===== config.mk =====
export PLATFORM = sky130hd
export DESIGN_NAME = display_scan_n
export DESIGN_NICKNAME = d
export VERILOG_FILES = /design/src/rtl/seg7_pkg.sv /design/src/rtl/seg7_decode.sv /design/src/rtl/display_scan_n.sv
export SDC_FILE = /design/constraint.sdc
export NUM_CORES = 1
export LEC_CHECK = 0
export CORE_MARGIN = 2
export CORE_UTILIZATION = 51
export DETAILED_ROUTE_END_ITERATION = 10
export HOLD_SLACK_MARGIN = 0.12
export MAX_ROUTING_LAYER = met4
export PLACE_DENSITY = 0.79
export SYNTH_ARGS = -nofsm -noshare
export SYNTH_HDL_FRONTEND = slang
export SYNTH_SLANG_ARGS = --single-unit

===== constraint.sdc =====
create_clock -name clk_200Hz -period 2.81 [get_ports clk_200Hz]
set_clock_uncertainty 0.2 [all_clocks]
set_input_delay 0.562 -clock clk_200Hz [delete_from_list [all_inputs] [get_ports clk_200Hz]]
set_output_delay 0.562 -clock clk_200Hz [all_outputs]
set_load 0.005 [all_outputs]

===== src/rtl/seg7_pkg.sv =====
// Shared 7-segment constants: active-high code table, dp bit position,
// decoder input payload and a nibble lookup helper.
package seg7_pkg;

  localparam int unsigned NIBBLE_W = 4;
  localparam int unsigned SEG_W    = 8;
  localparam int unsigned DP_BIT   = 7;

  // Active-high g..a codes, entry 15 first so index n selects hex digit n.
  localparam logic [15:0][6:0] SEG7_TABLE = {
    7'h71, 7'h79, 7'h5E, 7'h39, 7'h7C, 7'h77, 7'h6F, 7'h7F,
    7'h07, 7'h7D, 7'h6D, 7'h66, 7'h4F, 7'h5B, 7'h06, 7'h3F
  };

  typedef struct packed {
    logic [NIBBLE_W-1:0] nibble;
    logic                dp;
    logic                blank;
  } seg7_in_t;

  function automatic logic [6:0] seg7_code(input logic [NIBBLE_W-1:0] nibble);
    return SEG7_TABLE[nibble];
  endfunction

endpackage


===== src/rtl/seg7_decode.sv =====
// Combinational nibble/dp/blank to active-high segment pattern.
module seg7_decode
  import seg7_pkg::*;
(
  input  seg7_in_t         din,
  output logic [SEG_W-1:0] seg_c
);

  always_comb begin
    seg_c = '0;
    if (!din.blank) begin
      seg_c[6:0]    = seg7_code(din.nibble);
      seg_c[DP_BIT] = din.dp;
    end
  end

endmodule


===== src/rtl/display_scan_n.sv =====
// Multiplexed 7-segment scanner with frame-synchronous snapshot, per-digit
// blink, leading-zero blanking and freeze; all outputs registered.
module display_scan_n
  import seg7_pkg::*;
#(
  parameter int unsigned DIGITS          = 4,
  parameter bit          WEI_ACTIVE_LOW  = 1'b1,
  parameter bit          DUAN_ACTIVE_LOW = 1'b1,
  parameter int unsigned BLINK_HALF      = 50
) (
  input  logic                       clk_200Hz,
  input  logic                       rst,
  input  logic [NIBBLE_W*DIGITS-1:0] data,
  input  logic [DIGITS-1:0]          dot,
  input  logic [DIGITS-1:0]          blink,
  input  logic                       blank_lz,
  input  logic                       freeze,
  output logic [DIGITS-1:0]          sm_wei,
  output logic [SEG_W-1:0]           sm_duan,
  output logic                       frame_done
);

  localparam int unsigned IDX_W = (DIGITS > 1) ? $clog2(DIGITS) : 1;
  localparam int unsigned CNT_W = (BLINK_HALF > 1) ? $clog2(BLINK_HALF) : 1;
  localparam logic [IDX_W-1:0]  LAST_IDX = IDX_W'(DIGITS - 1);
  localparam logic [CNT_W-1:0]  LAST_CNT = CNT_W'(BLINK_HALF - 1);
  localparam logic [DIGITS-1:0] WEI_OFF  = {DIGITS{WEI_ACTIVE_LOW}};
  localparam logic [SEG_W-1:0]  DUAN_OFF = {SEG_W{DUAN_ACTIVE_LOW}};

  logic [IDX_W-1:0]           idx, idx_nxt;
  logic [CNT_W-1:0]           blink_cnt, blink_cnt_nxt;
  logic                       phase, phase_nxt;
  logic [NIBBLE_W*DIGITS-1:0] data_q;
  logic [DIGITS-1:0]          dot_q;
  logic [DIGITS-1:0]          blink_q;
  logic                       phase_q;

  logic                       wrap;
  logic                       load;
  logic                       cnt_wrap;
  logic                       zero_above;
  logic [DIGITS-1:0]          lz_mask;
  logic [DIGITS-1:0]          onehot;
  seg7_in_t                   dec_in;
  logic [SEG_W-1:0]           seg_c;

  // Scan and blink counters; snapshot loads only on an unfrozen wrap edge.
  always_comb begin
    wrap          = (idx == LAST_IDX);
    load          = wrap && !freeze;
    idx_nxt       = wrap ? '0 : idx + IDX_W'(1);
    cnt_wrap      = (blink_cnt == LAST_CNT);
    blink_cnt_nxt = cnt_wrap ? '0 : blink_cnt + CNT_W'(1);
    phase_nxt     = phase ^ cnt_wrap;
  end

  // Digit i is leading-zero blanked when it and every higher digit carry no nibble and no dp.
  always_comb begin
    lz_mask    = '0;
    zero_above = 1'b1;
    for (int i = int'(DIGITS) - 1; i >= 0; i--) begin
      zero_above = zero_above && (data_q[NIBBLE_W*i +: NIBBLE_W] == '0) && !dot_q[i];
      lz_mask[i] = blank_lz && (i > 0) && zero_above;
    end
  end

  always_comb begin
    onehot        = '0;
    onehot[idx]   = 1'b1;
    dec_in.nibble = NIBBLE_W'(data_q >> {idx, 2'b00});
    dec_in.dp     = dot_q[idx];
    dec_in.blank  = lz_mask[idx] || (blink_q[idx] && phase_q);
  end

  seg7_decode u_decode (
    .din   (dec_in),
    .seg_c (seg_c)
  );

  always_ff @(posedge clk_200Hz) begin
    if (rst) begin
      idx        <= '0;
      blink_cnt  <= '0;
      phase      <= 1'b0;
      data_q     <= '0;
      dot_q      <= '0;
      blink_q    <= '0;
      phase_q    <= 1'b0;
      sm_wei     <= WEI_OFF;
      sm_duan    <= DUAN_OFF;
      frame_done <= 1'b0;
    end else begin
      idx        <= idx_nxt;
      blink_cnt  <= blink_cnt_nxt;
      phase      <= phase_nxt;
      sm_wei     <= onehot ^ WEI_OFF;
      sm_duan    <= seg_c ^ DUAN_OFF;
      frame_done <= wrap;
      if (load) begin
        data_q  <= data;
        dot_q   <= dot;
        blink_q <= blink;
        phase_q <= phase;
      end
    end
  end

endmodule


==> reports/summary.txt, run 1 <==
outcome -> completed
Slew HR -> 67.88%
Setup crit start kind -> flop
die area -> 4593 sq um
filler cell count in the final layout -> 331
crit path DAT -> 2.24 ns
Yosys top cell area share -> 45.36%
CP Cell Sequence -> mux4_2 -> ha_1 -> mux2i_1 -> nor2_1 -> a21oi_1 -> nand3_1
Synthesis Warnings -> 0
DRT Wirelength -> 3885 um
drt drc -> 0
row count -> 23
io pins -> 41
PD cells -> 506.7 nW/um^2
crit end category -> flop
clock buffer depth -> 2
# diodes -> 0
Pre-antenna DRT Iters -> 4
most frequent cell after synthesis -> nand2_1
worst slew pin tran -> 0.4811 ns
post-route cell area -> 2551 sq um
slowest stage cell, crit path -> dfxtp_1
Lkg Pwr -> 0.0009159 uW
layout cells sized above 1 -> 8.397%
top sig layer -> met4
H-tree Lvls -> 2
Die X -> 67.78 um
Net Count, Synth -> 266
WL met1 -> 1795 um
clock power share -> 30.2%
grt total ovfl -> 0
worst setup path category -> flop to flop
Antenna Nets Post-Route -> 0
wire per inst -> 12.45 um
number of synthesized flops with an enable pin -> 0
RSZ-0062 raised after global routing -> false
fin crit share -> 81.39%
PostCTS Resize Cnt -> 0
TritonCTS clock tree -> yes
Die Ht -> 67.78 um
dpl hpwl -> 2865 um
fmax -> 437.3 MHz
Worst-Skew Late Latency -> 0.30 ns
cts hold-fix bufs -> 0
WP buf/inv -> 0
largest net degree at the start of global routing -> 34
Mapped Cells -> 227
post-CTS setup repair buffer count -> 0
clock root buffer -> clkbuf_8
main area contributors after synthesis -> dfxtp_1 45%, nand2_1 10%, a21oi_1 6.8%
VDD IR-drop max -> 0.0003114 V
PortBufs -> 40
met3 routed WL -> 124 um
post-synthesis register bit count -> 47
CP max stage delay -> 0.63 ns
vias in the first global route -> 1422
syn_area_per_cell -> 9.139 sq um
Initial Util -> 52.62%
largest area contributor in the netlist -> dfxtp_1
Vias per Instance -> 4.997
clk sinks -> 47
post-layout min period -> 2.287 ns
overall global routing resource usage -> 19.63%
core area -> 3943 sq um
Psw -> 310.8 uW
ys async rst share -> 0%
FF+latch area -> 940.9 sq um
Net Sw Frac -> 24.05%
max-slew violation count -> 0
Synth top cells by count -> 57 x nand2_1, 47 x dfxtp_1, 28 x a21oi_1
clk slew on worst S/H paths -> 0.08 ns
mapped cell area -> 2074 sq um
Area Growth Syn to Fin -> 22.98%
Top FF cell, synth -> dfxtp_1
Reg power frac -> 56.2%
Layout Nets -> 300
Gate power share -> 13.6%
Vias -> 1559
Pint -> 981.8 uW
Core Util, Final -> 64.71%
max-cap violation count -> 0
Worst Hold Class -> flop to flop
gpl congestion -> 0.8699
initial antenna violation count -> 0
first-pass GRT wire length -> 6479 um
1st-iter DRT viols -> 54
synth unique cells -> 37
CP Max Fanout -> 12
CP required -> 2.76 ns
placed cell area -> 2466 sq um
Top Family by Delay on Critical Path -> multiplexers
multi-input logic area -> 1010 sq um
TritonCTS Buffers -> 5
sequential-to-total area share from yosys stat -> 45.36%
final hold violations -> 0
routed length on met2 -> 1901 um
Setup TNS -> 0 ns
final setup vio count -> 0
[through the flow]
stage	power, uW	cells	hold slack [ns]	worst slack [ns]
after CTS	1303	312	0.2685	0.5224
after detailed placement	919.5	304	0.2531	0.5422
after global placement	915.0	304	0.2485	0.5954
after global routing	1359	312	0.2861	0.3584
final	1293	312	0.2678	0.5230
after floorplan	837.4	227	0.2320	0.8263
[cells by family (layout without fill, tap and decap cells)]
group	after synthesis	after routing	synth area share (%)
AOI/OAI and AO/OA	36	36	10.67
xor gates and xnor gates	5	5	2.111
adders and majority gates	11	11	6.634
buffers and inverters	24	59	5.971
DFF	47	47	45.36
muxes	9	9	8.384
and+or+nand+nor	95	95	20.87
[worst paths after layout]
| kind | from | endpoint | slack [ns] | depth (start not counted) |
|---|---|---|---|---|
| max | idx[0] | sm_duan[0] | 0.52 | 6 |
| min | blink_q[2] | blink_q[2] | 0.27 | 2 |
| max reg2reg | idx[0] | sm_duan[0] | 0.52 | 6 |
| min reg2reg | blink_q[2] | blink_q[2] | 0.27 | 2 |
[layer usage]
layer  GRT usage [%]  vias to the layer above
met4           7.500                        0
met1           23.77                      710
li1                -                      819
met2           31.50                       24
met3           5.000                        6
met5               -                        -
[power by group through the flow]
stage | clock [uW] | sequential (uW) | combinational (uW)
after floorplan | 0 | 731 | 107
after global placement | 0 | 741 | 174
after detailed placement | 0 | 742 | 177
after CTS | 399 | 727 | 177
after global routing | 433 | 731 | 195
final | 391 | 726 | 175
[flip-flops by register name, indices dropped and copies added (netlist names)]
signal and count:
dot_q 4, frame_done 1, sm_wei 4, idx 2, sm_duan 8, blink_q 4, phase_q 1, data_q 16
blink_cnt 6, phase 1
[layout by cell type (no fill, tap or decap), types with 2 or more instances in the layout]
cell type / n
o221ai_2: 2
nand2b_1: 6
nor2_1: 12
inv_1: 8
clkbuf_8: 5
a21oi_1: 28
ha_1: 11
buf_4: 3
clkdlybuf4s50_1: 40
nand2_1: 57
nand3_1: 5
nor2b_1: 3
dfxtp_1: 47
xnor2_1: 3
xor2_1: 2
mux4_1: 2
mux4_2: 4
mux2i_1: 2
[final cells by class]
class                           instances  area share [%]
Clock buffer                            6           2.845
Clock inverter                          2          0.4904
Inverter                                8           1.177
Multi-Input combinational cell        156           39.58
Sequential cell                        47           36.88
Tap cell                               50           2.452
Timing Repair Buffer                   43           16.58
[worst min-delay path: stages, from the launching register on]
cell and delay [ns]:
dfxtp_1 0.32, nand2_1 0.05, a21oi_1 0.05
Note: power is estimated with default switching activity, not from simulation.
==> run 2: changes to the inputs <==
- clock period: 2.81 -> 2.4 ns (I/O delays scaled with it)
==> run 2 against run 1 <==
  * Global-route usage up 0.18 points
  * Largest power group unchanged
  * Hold slack worse by 0.0085 ns
  * Combinational power increased by 31%
  * Final area is 2.7% higher
  * Maximum frequency rose by 11%
  * Via count increased by 3.1%
  * First-iteration DRC count is 80% higher
  * Total power rose by 28%
  * Register-to-register slack lost 0.18 ns
  * Largest cell class unchanged
  * Cell count grew 1.6%
  * Clock power rose by 51%
  * Count of clock-buffer cells in the layout stayed put
  * Critical path type unchanged
==> reports/summary.txt, run 2 (same netlist as run 1, synthesis figures left out) <==
crit path DAT -> 2.03 ns
PD cells -> 632.6 nW/um^2
post-CTS setup repair buffer count -> 0
wire per inst -> 12.15 um
VDD IR-drop max -> 0.0003501 V
row count -> 23
Largest Register -> data_q
dpl hpwl -> 2913 um
max FFs per register -> 16
first-pass GRT wire length -> 6603 um
CP Max Fanout -> 5
Psw -> 365.6 uW
PostCTS Resize Cnt -> 0
max-slew violation count -> 0
commonest non-fill, non-tap cell in the layout -> nand2_1
layout cells sized above 1 -> 10.49%
grt total ovfl -> 0
Layout Nets -> 305
worst slew pin tran -> 0.3369 ns
Lkg Pwr -> 0.0009616 uW
CP required -> 2.37 ns
Die Ht -> 67.78 um
hold slack -> 0.2593 ns
initial antenna violation count -> 0
PortBufs -> 40
vias in the first global route -> 1496
max-cap violation count -> 0
core area -> 3943 sq um
Setup TNS -> 0 ns
Setup crit start kind -> flop
clk sinks -> 47
overall global routing resource usage -> 19.81%
drt drc -> 0
io pins -> 41
Slew HR -> 77.33%
final setup vio count -> 0
pre-CTS WS -> 0.3619 ns
1st-iter DRT viols -> 97
crit end category -> flop
PnR worst setup slack -> 0.3411 ns
clk slew on worst S/H paths -> 0.08 ns
# diodes -> 0
Vias -> 1608
Area Growth Syn to Fin -> 26.36%
die area -> 4593 sq um
Pre-antenna DRT Iters -> 4
most frequent cells in the layout -> 57 x nand2_1, 47 x dfxtp_1, 40 x clkdlybuf4s50_1
gpl congestion -> 0.8754
clock power share -> 35.6%
Regs by FF count -> data_q x16, sm_duan x8, blink_cnt x6
TritonCTS Buffers -> 5
Die X -> 67.78 um
clock buffer depth -> 2
Reg power frac -> 50.5%
DRT Wirelength -> 3851 um
Pint -> 1293 uW
Vias per Instance -> 5.073
non-filler cells, final -> 317
Gate power share -> 13.9%
Worst Hold Class -> flop to flop
fin crit share -> 85.79%
Antenna Nets Post-Route -> 0
post-layout min period -> 2.059 ns
cts hold-fix bufs -> 0
Initial Util -> 52.62%
number of instances in the placed design -> 309
RSZ-0062 raised after global routing -> false
fmax -> 485.7 MHz
largest net degree at the start of global routing -> 26
final hold violations -> 0
Net Sw Frac -> 22.05%
worst setup path category -> flop to flop
clock root buffer -> clkbuf_8
outcome -> completed
flop-to-flop setup slack -> 0.34 ns
Worst-Skew Late Latency -> 0.30 ns
H-tree Lvls -> 2
TritonCTS clock tree -> yes
## run 2: changes by cell type in the layout (fill, tap and decap cells not counted), sizes merged
cell      delta
buf          +5
bufinv       +1
clkinvlp     -1
## run 2: critical path: stages, from the launching register on
cell and delay [ns]:
dfxtp_1 0.42, mux4_2 0.59, ha_1 0.29, mux2i_1 0.16, nor2_1 0.05, a21oi_1 0.13
nand3_1 0.09
## run 2: final timing paths
| path | start | endpoint | depth (start not counted) |
|---|---|---|---|
| setup / recovery | idx[0] | sm_duan[0] | 6 |
| hold reg to reg | dot_q[0] | dot_q[0] | 2 |
| setup reg to reg | idx[0] | sm_duan[0] | 6 |
| hold / removal | dot_q[0] | dot_q[0] | 2 |
## run 2: metal layers
layer  vias to the layer above  track usage (%)  routed length [um]  part of all wire, %
met2                        34            32.84                1962                   51
met5                         -                -                   0                    0
met4                         0            6.250                  54                  1.4
li1                        829                -                   -                    -
met3                         7            5.500                 156                  4.1
met1                       738            23.35                1678                   44
## run 2: metrics by stage
stage                     total power [uW]  cell area, sq um  utilization [%]
after floorplan                      980.5              2074                -
after global placement                1083              2504            63.50
after detailed placement              1088              2504            63.50
after CTS                             1675              2621            66.49
after global routing                  1729              2621            66.49
final                                 1658              2621            66.49
## run 2: area by class of cell
class                           count  area [sq um]
Clock buffer                        6         82.58
Inverter                            8         30.03
Clock inverter                      2         35.03
Multi-Input combinational cell    156          1010
Sequential cell                    47         940.9
Timing Repair Buffer               48         460.4
Fill cell                         315          1321
Tap cell                           50         62.56
## run 2: power groups by stage
stage / sequential [uW] / combinational (uW) / clock [uW]
after floorplan: 856 / 125 / 0
after global placement: 856 / 226 / 0
after detailed placement: 857 / 231 / 0
after CTS: 839 / 233 / 603
after global routing: 843 / 256 / 630
final: 838 / 230 / 590
